===== config.mk =====
export PLATFORM = sky130hd
export DESIGN_NAME = xillybus_seekable_mem_flat
export DESIGN_NICKNAME = d
export VERILOG_FILES = /design/src/rtl/xillybus_seekable_mem_pkg.sv /design/src/rtl/xillybus_seekable_mem_if.sv /design/src/rtl/xillybus_seekable_mem_dpram.sv /design/src/rtl/xillybus_seekable_mem.sv /design/src/flat_wrapper.sv
export SDC_FILE = /design/constraint.sdc
export NUM_CORES = 1
export LEC_CHECK = 0
export CORE_MARGIN = 1
export CORE_UTILIZATION = 60
export DETAILED_ROUTE_END_ITERATION = 8
export GPL_TIMING_DRIVEN = 0
export PLACE_DENSITY = 0.78
export SLEW_MARGIN = 20
export SYNTH_ARGS = -nofsm -noshare
export SYNTH_HDL_FRONTEND = slang
export SYNTH_SLANG_ARGS = --single-unit

===== constraint.sdc =====
create_clock -name bus_clk -period 5.3 [get_ports bus_clk]
set_clock_uncertainty 0.2 [all_clocks]
set_input_delay 1.325 -clock bus_clk [delete_from_list [all_inputs] [get_ports bus_clk]]
set_output_delay 1.325 -clock bus_clk [all_outputs]
set_load 0.005 [all_outputs]

===== src/rtl/xillybus_seekable_mem_pkg.sv =====
// Shared constants and elaboration helpers for the Xillybus seekable memory endpoint.
package xillybus_pkg;

  localparam int END_WRAP = 0;
  localparam int END_STOP = 1;

  function automatic bit data_w_legal(input int w);
    return (w == 8) || (w == 16) || (w == 32);
  endfunction

endpackage


===== src/rtl/xillybus_seekable_mem_if.sv =====
// Host stream pair, seek port and app-side port of the seekable memory.
// Handshake: a strobe (user_r_rden/user_w_wren) is accepted on a rising bus_clk edge
// only while its empty/full flag is low; read data appears the cycle after acceptance.
interface xillybus_seekable_mem_if #(
  parameter int DATA_W = 8,
  parameter int ADDR_W = 5
) ();
  logic              user_r_rden;
  logic [DATA_W-1:0] user_r_data;
  logic              user_r_empty;
  logic              user_r_eof;
  logic              user_r_open;
  logic              user_w_wren;
  logic [DATA_W-1:0] user_w_data;
  logic              user_w_full;
  logic              user_w_open;
  logic [ADDR_W-1:0] user_addr;
  logic              user_addr_update;
  logic [ADDR_W-1:0] app_addr;
  logic              app_rden;
  logic [DATA_W-1:0] app_rdata;
  logic              app_wren;
  logic [DATA_W-1:0] app_wdata;
  logic              host_wr_evt;
  logic [ADDR_W-1:0] host_wr_addr;

  modport slave (
    input  user_r_rden, user_r_open, user_w_wren, user_w_data, user_w_open,
           user_addr, user_addr_update, app_addr, app_rden, app_wren, app_wdata,
    output user_r_data, user_r_empty, user_r_eof, user_w_full, app_rdata,
           host_wr_evt, host_wr_addr
  );

  modport master (
    output user_r_rden, user_r_open, user_w_wren, user_w_data, user_w_open,
           user_addr, user_addr_update, app_addr, app_rden, app_wren, app_wdata,
    input  user_r_data, user_r_empty, user_r_eof, user_w_full, app_rdata,
           host_wr_evt, host_wr_addr
  );
endinterface


===== src/rtl/xillybus_seekable_mem_dpram.sv =====
// True dual-port read-first RAM; port A (host) wins a same-address write collision.
module xillybus_dpram #(
  parameter int DATA_W = 8,
  parameter int ADDR_W = 5
) (
  input  logic              clk,
  input  logic              rst,
  input  logic [ADDR_W-1:0] a_addr,
  input  logic              a_re,
  input  logic              a_we,
  input  logic [DATA_W-1:0] a_wdata,
  output logic [DATA_W-1:0] a_rdata,
  input  logic [ADDR_W-1:0] b_addr,
  input  logic              b_re,
  input  logic              b_we,
  input  logic [DATA_W-1:0] b_wdata,
  output logic [DATA_W-1:0] b_rdata
);
  logic [DATA_W-1:0] mem [2**ADDR_W];
  logic [DATA_W-1:0] a_rdata_q, a_rdata_d;
  logic [DATA_W-1:0] b_rdata_q, b_rdata_d;
  logic              b_we_eff;

  always_comb begin
    a_rdata_d = a_re ? mem[a_addr] : a_rdata_q;
    b_rdata_d = b_re ? mem[b_addr] : b_rdata_q;
    b_we_eff  = b_we && !(a_we && (a_addr == b_addr));
  end

  // Array is deliberately left out of reset so it maps onto block RAM.
  always_ff @(posedge clk) begin
    if (a_we)     mem[a_addr] <= a_wdata;
    if (b_we_eff) mem[b_addr] <= b_wdata;
  end

  always_ff @(posedge clk or posedge rst) begin
    if (rst) begin
      a_rdata_q <= '0;
      b_rdata_q <= '0;
    end else begin
      a_rdata_q <= a_rdata_d;
      b_rdata_q <= b_rdata_d;
    end
  end

  assign a_rdata = a_rdata_q;
  assign b_rdata = b_rdata_q;
endmodule


===== src/rtl/xillybus_seekable_mem.sv =====
// Seekable memory endpoint: one auto-incrementing host pointer, wrap or stop-at-end, plus an app port.
module xillybus_seekable_mem
  import xillybus_pkg::*;
#(
  parameter int DATA_W   = 8,
  parameter int ADDR_W   = 5,
  parameter int END_MODE = END_WRAP
) (
  input  logic                      bus_clk,
  input  logic                      bus_rst,
  xillybus_seekable_mem_if.slave    bus
);
  generate
    if (!data_w_legal(DATA_W)) begin : g_bad_data_w
      $error("xillybus_seekable_mem: DATA_W must be 8, 16 or 32");
    end
  endgenerate

  logic [ADDR_W:0]   ptr_q, ptr_d;
  logic              at_end_q, at_end_d;
  logic              evt_q, evt_d;
  logic [ADDR_W-1:0] waddr_q, waddr_d;
  logic              rd_go, wr_go;
  logic [ADDR_W-1:0] ptr_addr;
  logic              unused_open;

  assign ptr_addr    = ptr_q[ADDR_W-1:0];
  assign unused_open = bus.user_r_open ^ bus.user_w_open;

  // Transfers always use the pre-seek pointer; a seek only decides where ptr goes next.
  always_comb begin
    rd_go = bus.user_r_rden && !at_end_q;
    wr_go = bus.user_w_wren && !at_end_q;
    ptr_d = ptr_q;
    if (bus.user_addr_update) begin
      ptr_d = {1'b0, bus.user_addr};
    end else if (rd_go || wr_go) begin
      if (END_MODE == END_STOP) ptr_d = ptr_q + (ADDR_W+1)'(1);
      else                      ptr_d = {1'b0, ptr_addr + ADDR_W'(1)};
    end
    at_end_d = (END_MODE == END_STOP) && ptr_d[ADDR_W];
    evt_d    = wr_go;
    waddr_d  = wr_go ? ptr_addr : waddr_q;
  end

  always_ff @(posedge bus_clk or posedge bus_rst) begin
    if (bus_rst) begin
      ptr_q    <= '0;
      at_end_q <= 1'b0;
      evt_q    <= 1'b0;
      waddr_q  <= '0;
    end else begin
      ptr_q    <= ptr_d;
      at_end_q <= at_end_d;
      evt_q    <= evt_d;
      waddr_q  <= waddr_d;
    end
  end

  xillybus_dpram #(.DATA_W(DATA_W), .ADDR_W(ADDR_W)) u_ram (
    .clk     (bus_clk),
    .rst     (bus_rst),
    .a_addr  (ptr_addr),
    .a_re    (rd_go),
    .a_we    (wr_go),
    .a_wdata (bus.user_w_data),
    .a_rdata (bus.user_r_data),
    .b_addr  (bus.app_addr),
    .b_re    (bus.app_rden),
    .b_we    (bus.app_wren),
    .b_wdata (bus.app_wdata),
    .b_rdata (bus.app_rdata)
  );

  assign bus.user_r_empty = at_end_q;
  assign bus.user_r_eof   = at_end_q;
  assign bus.user_w_full  = at_end_q;
  assign bus.host_wr_evt  = evt_q;
  assign bus.host_wr_addr = waddr_q;
endmodule


===== src/flat_wrapper.sv =====
// flat-port wrapper written by rule: the top's interface ports become plain ports
module xillybus_seekable_mem_flat import xillybus_pkg::*;
#(
  parameter int DATA_W   = 8,
  parameter int ADDR_W   = 5,
  parameter int END_MODE = END_WRAP
)
  (bus_clk, bus_rst, bus_user_r_rden, bus_user_r_open, bus_user_w_wren, bus_user_w_data, bus_user_w_open, bus_user_addr, bus_user_addr_update, bus_app_addr, bus_app_rden, bus_app_wren, bus_app_wdata, bus_user_r_data, bus_user_r_empty, bus_user_r_eof, bus_user_w_full, bus_app_rdata, bus_host_wr_evt, bus_host_wr_addr);
  xillybus_seekable_mem_if #(.DATA_W(DATA_W), .ADDR_W(ADDR_W)) bus_i ();
  input  logic bus_clk;
  input  logic bus_rst;
  input wire logic [$bits(bus_i.user_r_rden)-1:0] bus_user_r_rden;
  input wire logic [$bits(bus_i.user_r_open)-1:0] bus_user_r_open;
  input wire logic [$bits(bus_i.user_w_wren)-1:0] bus_user_w_wren;
  input wire logic [$bits(bus_i.user_w_data)-1:0] bus_user_w_data;
  input wire logic [$bits(bus_i.user_w_open)-1:0] bus_user_w_open;
  input wire logic [$bits(bus_i.user_addr)-1:0] bus_user_addr;
  input wire logic [$bits(bus_i.user_addr_update)-1:0] bus_user_addr_update;
  input wire logic [$bits(bus_i.app_addr)-1:0] bus_app_addr;
  input wire logic [$bits(bus_i.app_rden)-1:0] bus_app_rden;
  input wire logic [$bits(bus_i.app_wren)-1:0] bus_app_wren;
  input wire logic [$bits(bus_i.app_wdata)-1:0] bus_app_wdata;
  output wire logic [$bits(bus_i.user_r_data)-1:0] bus_user_r_data;
  output wire logic [$bits(bus_i.user_r_empty)-1:0] bus_user_r_empty;
  output wire logic [$bits(bus_i.user_r_eof)-1:0] bus_user_r_eof;
  output wire logic [$bits(bus_i.user_w_full)-1:0] bus_user_w_full;
  output wire logic [$bits(bus_i.app_rdata)-1:0] bus_app_rdata;
  output wire logic [$bits(bus_i.host_wr_evt)-1:0] bus_host_wr_evt;
  output wire logic [$bits(bus_i.host_wr_addr)-1:0] bus_host_wr_addr;
  assign bus_i.user_r_rden = bus_user_r_rden;
  assign bus_i.user_r_open = bus_user_r_open;
  assign bus_i.user_w_wren = bus_user_w_wren;
  assign bus_i.user_w_data = bus_user_w_data;
  assign bus_i.user_w_open = bus_user_w_open;
  assign bus_i.user_addr = bus_user_addr;
  assign bus_i.user_addr_update = bus_user_addr_update;
  assign bus_i.app_addr = bus_app_addr;
  assign bus_i.app_rden = bus_app_rden;
  assign bus_i.app_wren = bus_app_wren;
  assign bus_i.app_wdata = bus_app_wdata;
  assign bus_user_r_data = bus_i.user_r_data;
  assign bus_user_r_empty = bus_i.user_r_empty;
  assign bus_user_r_eof = bus_i.user_r_eof;
  assign bus_user_w_full = bus_i.user_w_full;
  assign bus_app_rdata = bus_i.app_rdata;
  assign bus_host_wr_evt = bus_i.host_wr_evt;
  assign bus_host_wr_addr = bus_i.host_wr_addr;
  xillybus_seekable_mem #(.DATA_W(DATA_W), .ADDR_W(ADDR_W), .END_MODE(END_MODE)) u_core (.bus_clk(bus_clk), .bus_rst(bus_rst), .bus(bus_i));
endmodule

Word level (Yosys, flattened, before mapping)

Memory sizes are Yosys's and may differ from the RTL's. A register that Yosys moved wholly into a read port is not among the register bits.
Cells that the tools add are included.

Add/sub/neg operators: 1
Multipliers: 0
Divide/modulo/power cells: 0
Order comparisons: 0
Equality and inequality tests: 1
Shift operators: 0
Multiplexer cells: 6
Bitwise gates (word level): 0
Reduce and logical (&&, ||, !) cells: 5

Operator list:

| kind                                                          | number |
|---|---|
| 5-bit 2-to-1 mux                                              | 2 |
| 5-bit by 1-bit adder with 5-bit output, second input constant | 1 |
| 5-bit equality test                                           | 1 |
| 1-bit 2-to-1 mux                                              | 4 |
| 1-bit logical AND                                             | 2 |
| 2-bit nonzero test                                            | 1 |
| 1-bit zero test                                               | 1 |
| 1-bit logical OR                                              | 1 |

Register bits: 11
Latch bits: 0
Memory bits (writable): 256
Memory bits (read-only): 0
Input bits: 35
Output and inout port bits: 25
Memories kept: 1

Memories:

| name             | depth | width | read ports | clocked after Yosys merged registers in | wr ports | line                              | text |
|---|---|---|---|---|---|---|---|
| u_core.u_ram.mem | 32    | 8     | 2          | 2                                       | 2        | xillybus_seekable_mem_dpram.sv:19 | `logic [DATA_W-1:0] mem [2**ADDR_W];` |

Longest topological paths before layout

Depth after elaboration: 6
Depth in mapped cells: 9
Depth with buffers taken out: 5

Cells and area by module

Synthesis repeated with hierarchy kept, for this count alone.

Cells, all modules: 1172
Area total of the unflattened synthesis: 17265.3 sq um

By module, submodules not included:

| module                | times used | cells an instance | area an instance (sq um) | sequential area each (sq um) |
|---|---|---|---|---|
| xillybus_dpram        | 1          | 1129              | 16758.6                  | 8087.8 |
| xillybus_seekable_mem | 1          | 43                | 506.7                    | 275.3 |

Worst setup path before layout

No wires, ideal clock.

Kind: in2reg
From: in bus_app_addr[2]
To: mem u_core.u_ram.mem[31][0] (enable)
Data arrival time: 2.790 ns
Setup slack: 1.954 ns
Stages on the path: 7
Cells stage by stage: buf_2 -> xor2_1 -> nor4_2 -> nand3_2 -> buf_6 -> nand3_4 -> o21ai_0

RTL lines:

| item            | line                              | text |
|---|---|---|
| start, declared | flat_wrapper.sv:19                | `input wire logic [$bits(bus_i.app_addr)-1:0] bus_app_addr;` |
| end, declared   | xillybus_seekable_mem_dpram.sv:19 |  |

==> impl_metrics.tcl <==
set metrics [dict create \
    avgSynthCellArea_um2 14.6 \
    leakage_nw 6.53 \
    timing.final.ws_setup_ps 1290 \
    worstPathRequired_ps 5310 \
    crit_fanout 10 \
    hold_viol 0 \
    synth_cell_types 66 \
    worstSkewPairLatency_ps 590 \
    cts_tree "yes" \
    async_flop_share 0.0954 \
    routedWlPerCell_um 38.7 \
    finalPower_mw 5.92 \
    grt_antenna_before_repair 1 \
    dr.pass1.iters 6 \
    netlist_top_cells_area "edfxtp_1 (44%), mux2_2 (16%), mux4_2 (11%)" \
    cts_root_buffer "clkbuf_16" \
    cts_max_path_buffers 3 \
    overflow 0 \
    hold_end "u_core.u_ram.a_rdata[6]$_DFFE_PP0P_" \
    drc_errors 0 \
    start_util 0.615 \
    hp-start "u_core.u_ram.a_rdata[6]$_DFFE_PP0P_" \
    port_buffers 49 \
    die_w_um 172 \
    core_um2 28100 \
    ys_seq_area_frac 0.484 \
    antenna_cells 0 \
    track_usage 0.453 \
    nets 1304 \
    worstHoldPathCells 1 \
    routed_via_density 7.45 \
    gp_congestion 1.09 \
    max_freq_mhz 249 \
    cts_max_level 1 \
    finalCriticalPeriod_ps 4010 \
    ant_nets 0 \
    cts.reportedPaths.clkPinSlew_ps 60 \
    reg2reg_depth 8 \
    final_util 0.686 \
    drt_iter0_drc 1839 \
    cts.sinks 283 \
    finalCritPeriodShare 0.756 \
    reg2reg_setup_slack_ps 1460 \
    maxSlewViolCount 0 \
    synthDominantCellAreaShare 0.445 \
    vdd_ir_drop_max_v 0.000263 \
    worstReg2RegEnd "u_core.u_ram.mem[25][4]$_DFFE_PP_" \
    final_cell_area_um2 19300 \
    drive_gt1_frac 0.387 \
    netlist_top_cells_count "edfxtp_1 (256), mux2_2 (244), mux2i_1 (82), mux4_2 (82), clkbuf_1 (61)" \
    post_cts_resized 0 \
    synthCells 1181 \
    cp.arrival_ps 4020 \
    routed_wl_um 64500 \
    start_kind "input port" \
    cts_buffers 30 \
    cts_setup_buffers 0 \
    die_y_um 172 \
    regToRegStartpoint "u_core.ptr_q[1]$_DFFE_PP0P_" \
    syn_to_final_growth_pct 11.5 \
    power_per_cell_area_nw_per_um2 307 \
    cap_viol_max_count 0 \
    rsz0062_at_grt "false" \
    critPathCaptureType "flip-flop" \
    synth_area_um2 17300 \
    place_ws_ps 626 \
    die-area_um2 29500 \
    yosysTopAreaCell "edfxtp_1" \
    grt_max_degree 28 \
    io_pins 60 \
    worst_slew_pin_slew_ps 1040 \
    grt_pass1_wl_um 89900 \
    outcome "finished, final reports clean" \
    placed_area_um2 18300 \
    synth_seq_cells 283 \
    synthFlopType "edfxtp_1" \
    vias 12400 \
    ys.warnings.count 0 \
    synth_most_common_cell "edfxtp_1" \
    cts_hold_buf 0 \
    fin_tns_setup_ps 0 \
    synth_edf_count 256 \
    rows 61 \
    setup_viol 0 \
    setup.worst_path.class "input port to flip-flop" \
    hpwl_um 47800 \
    hold_class "flip-flop to flip-flop" \
    slew-limit-headroom 0.304 \
    grt_pass1_vias 12300 \
]
==> metrics by stage <==
step / std cells / hold slack [ps]
after global placement: 1610 / 284
after floorplan: 1183 / 295
after detailed placement: 1611 / 287
after global routing: 1667 / 318
after CTS: 1667 / 300
final: 1667 / 295
==> layout make-up <==
cell class | count | area, um2
clock inverters | 19 | 224
well taps | 378 | 473
inverters | 6 | 22.5
fillers | 1996 | 8830
clock buffers | 37 | 777
multi-input cells | 775 | 8280
repair buffers | 50 | 498
flip-flops and latches | 283 | 8360
plain buffers | 119 | 624
==> worst max path at each step <==
| stage | from | endpoint | cells after the start |
|---|---|---|---|
| detailed placement | bus_user_w_wren | u_core.u_ram.mem[10][0]$_DFFE_PP_ | 4 |
| floorplan | bus_app_addr[2] | u_core.u_ram.mem[31][0]$_DFFE_PP_ | 7 |
| finish | bus_user_w_wren | u_core.u_ram.mem[25][4]$_DFFE_PP_ | 4 |
| global placement | bus_user_w_wren | u_core.u_ram.mem[29][3]$_DFFE_PP_ | 4 |
| CTS | bus_user_w_wren | u_core.u_ram.mem[10][7]$_DFFE_PP_ | 4 |
| global route | bus_user_w_wren | u_core.u_ram.mem[9][4]$_DFFE_PP_ | 4 |
==> where the power goes <==
group          switching [mW]  internal [mW]  total (mW)  leakage (nW)
combinational           0.715          0.460        1.17          3.42
sequential             0.0540           2.53        2.58          2.63
clock                   0.921           1.24        2.16         0.482
total                    1.69           4.23        5.92          6.53
==> sequential cells by signal, summed over array words and instances, names as in the netlist <==
name / cells
u_core.u_ram.b_rdata: 8
u_core.ptr_q: 5
u_core.u_ram.a_rdata: 8
u_core.u_ram.mem: 256
u_core.bus.host_wr_addr: 5
u_core.bus.host_wr_evt: 1
==> per-layer routing <==
metal	up-vias	GRT usage	part of all wire
met3	212	0.106	0.12
met1	6327	0.611	0.38
met2	976	0.670	0.43
met5	-	0	0
met4	0	0.263	0.072
li1	4907	-	-
==> kinds of logic after synthesis <==
family / Yosys count / share of synthesized area
mux: 435 / 0.337
flops: 283 / 0.484
simple gates: 183 / 0.0809
compound gates: 141 / 0.0529
buf+inv: 125 / 0.0374
xor+xnor: 9 / 0.00456
fa+ha+maj: 4 / 0.00290
other cells: 1 / 0.000217
==> critical path, cell delays in order <==
cell	delay, ps
clkdlybuf4s50_1	560
buf_1	420
nand2_1	650
o21ai_1	1050
==> placed cells by master (no fill, tap or decap), types with 10 or more instances in the layout <==
master,count
nand3_4,30
mux4_2,82
nor3_1,15
dfrtp_1,27
a22oi_1,21
o21ai_0,15
o22ai_1,23
buf_2,28
nand4_1,11
mux2_4,24
o22a_1,12
clkdlybuf4s50_1,49
nand2_1,38
clkbuf_16,30
mux2_2,244
buf_4,19
o21ai_1,32
clkbuf_1,68
nor2_1,21
a21oi_1,12
mux2i_1,82
buf_6,10
edfxtp_1,256
Note: power is estimated with default switching activity, not from simulation.
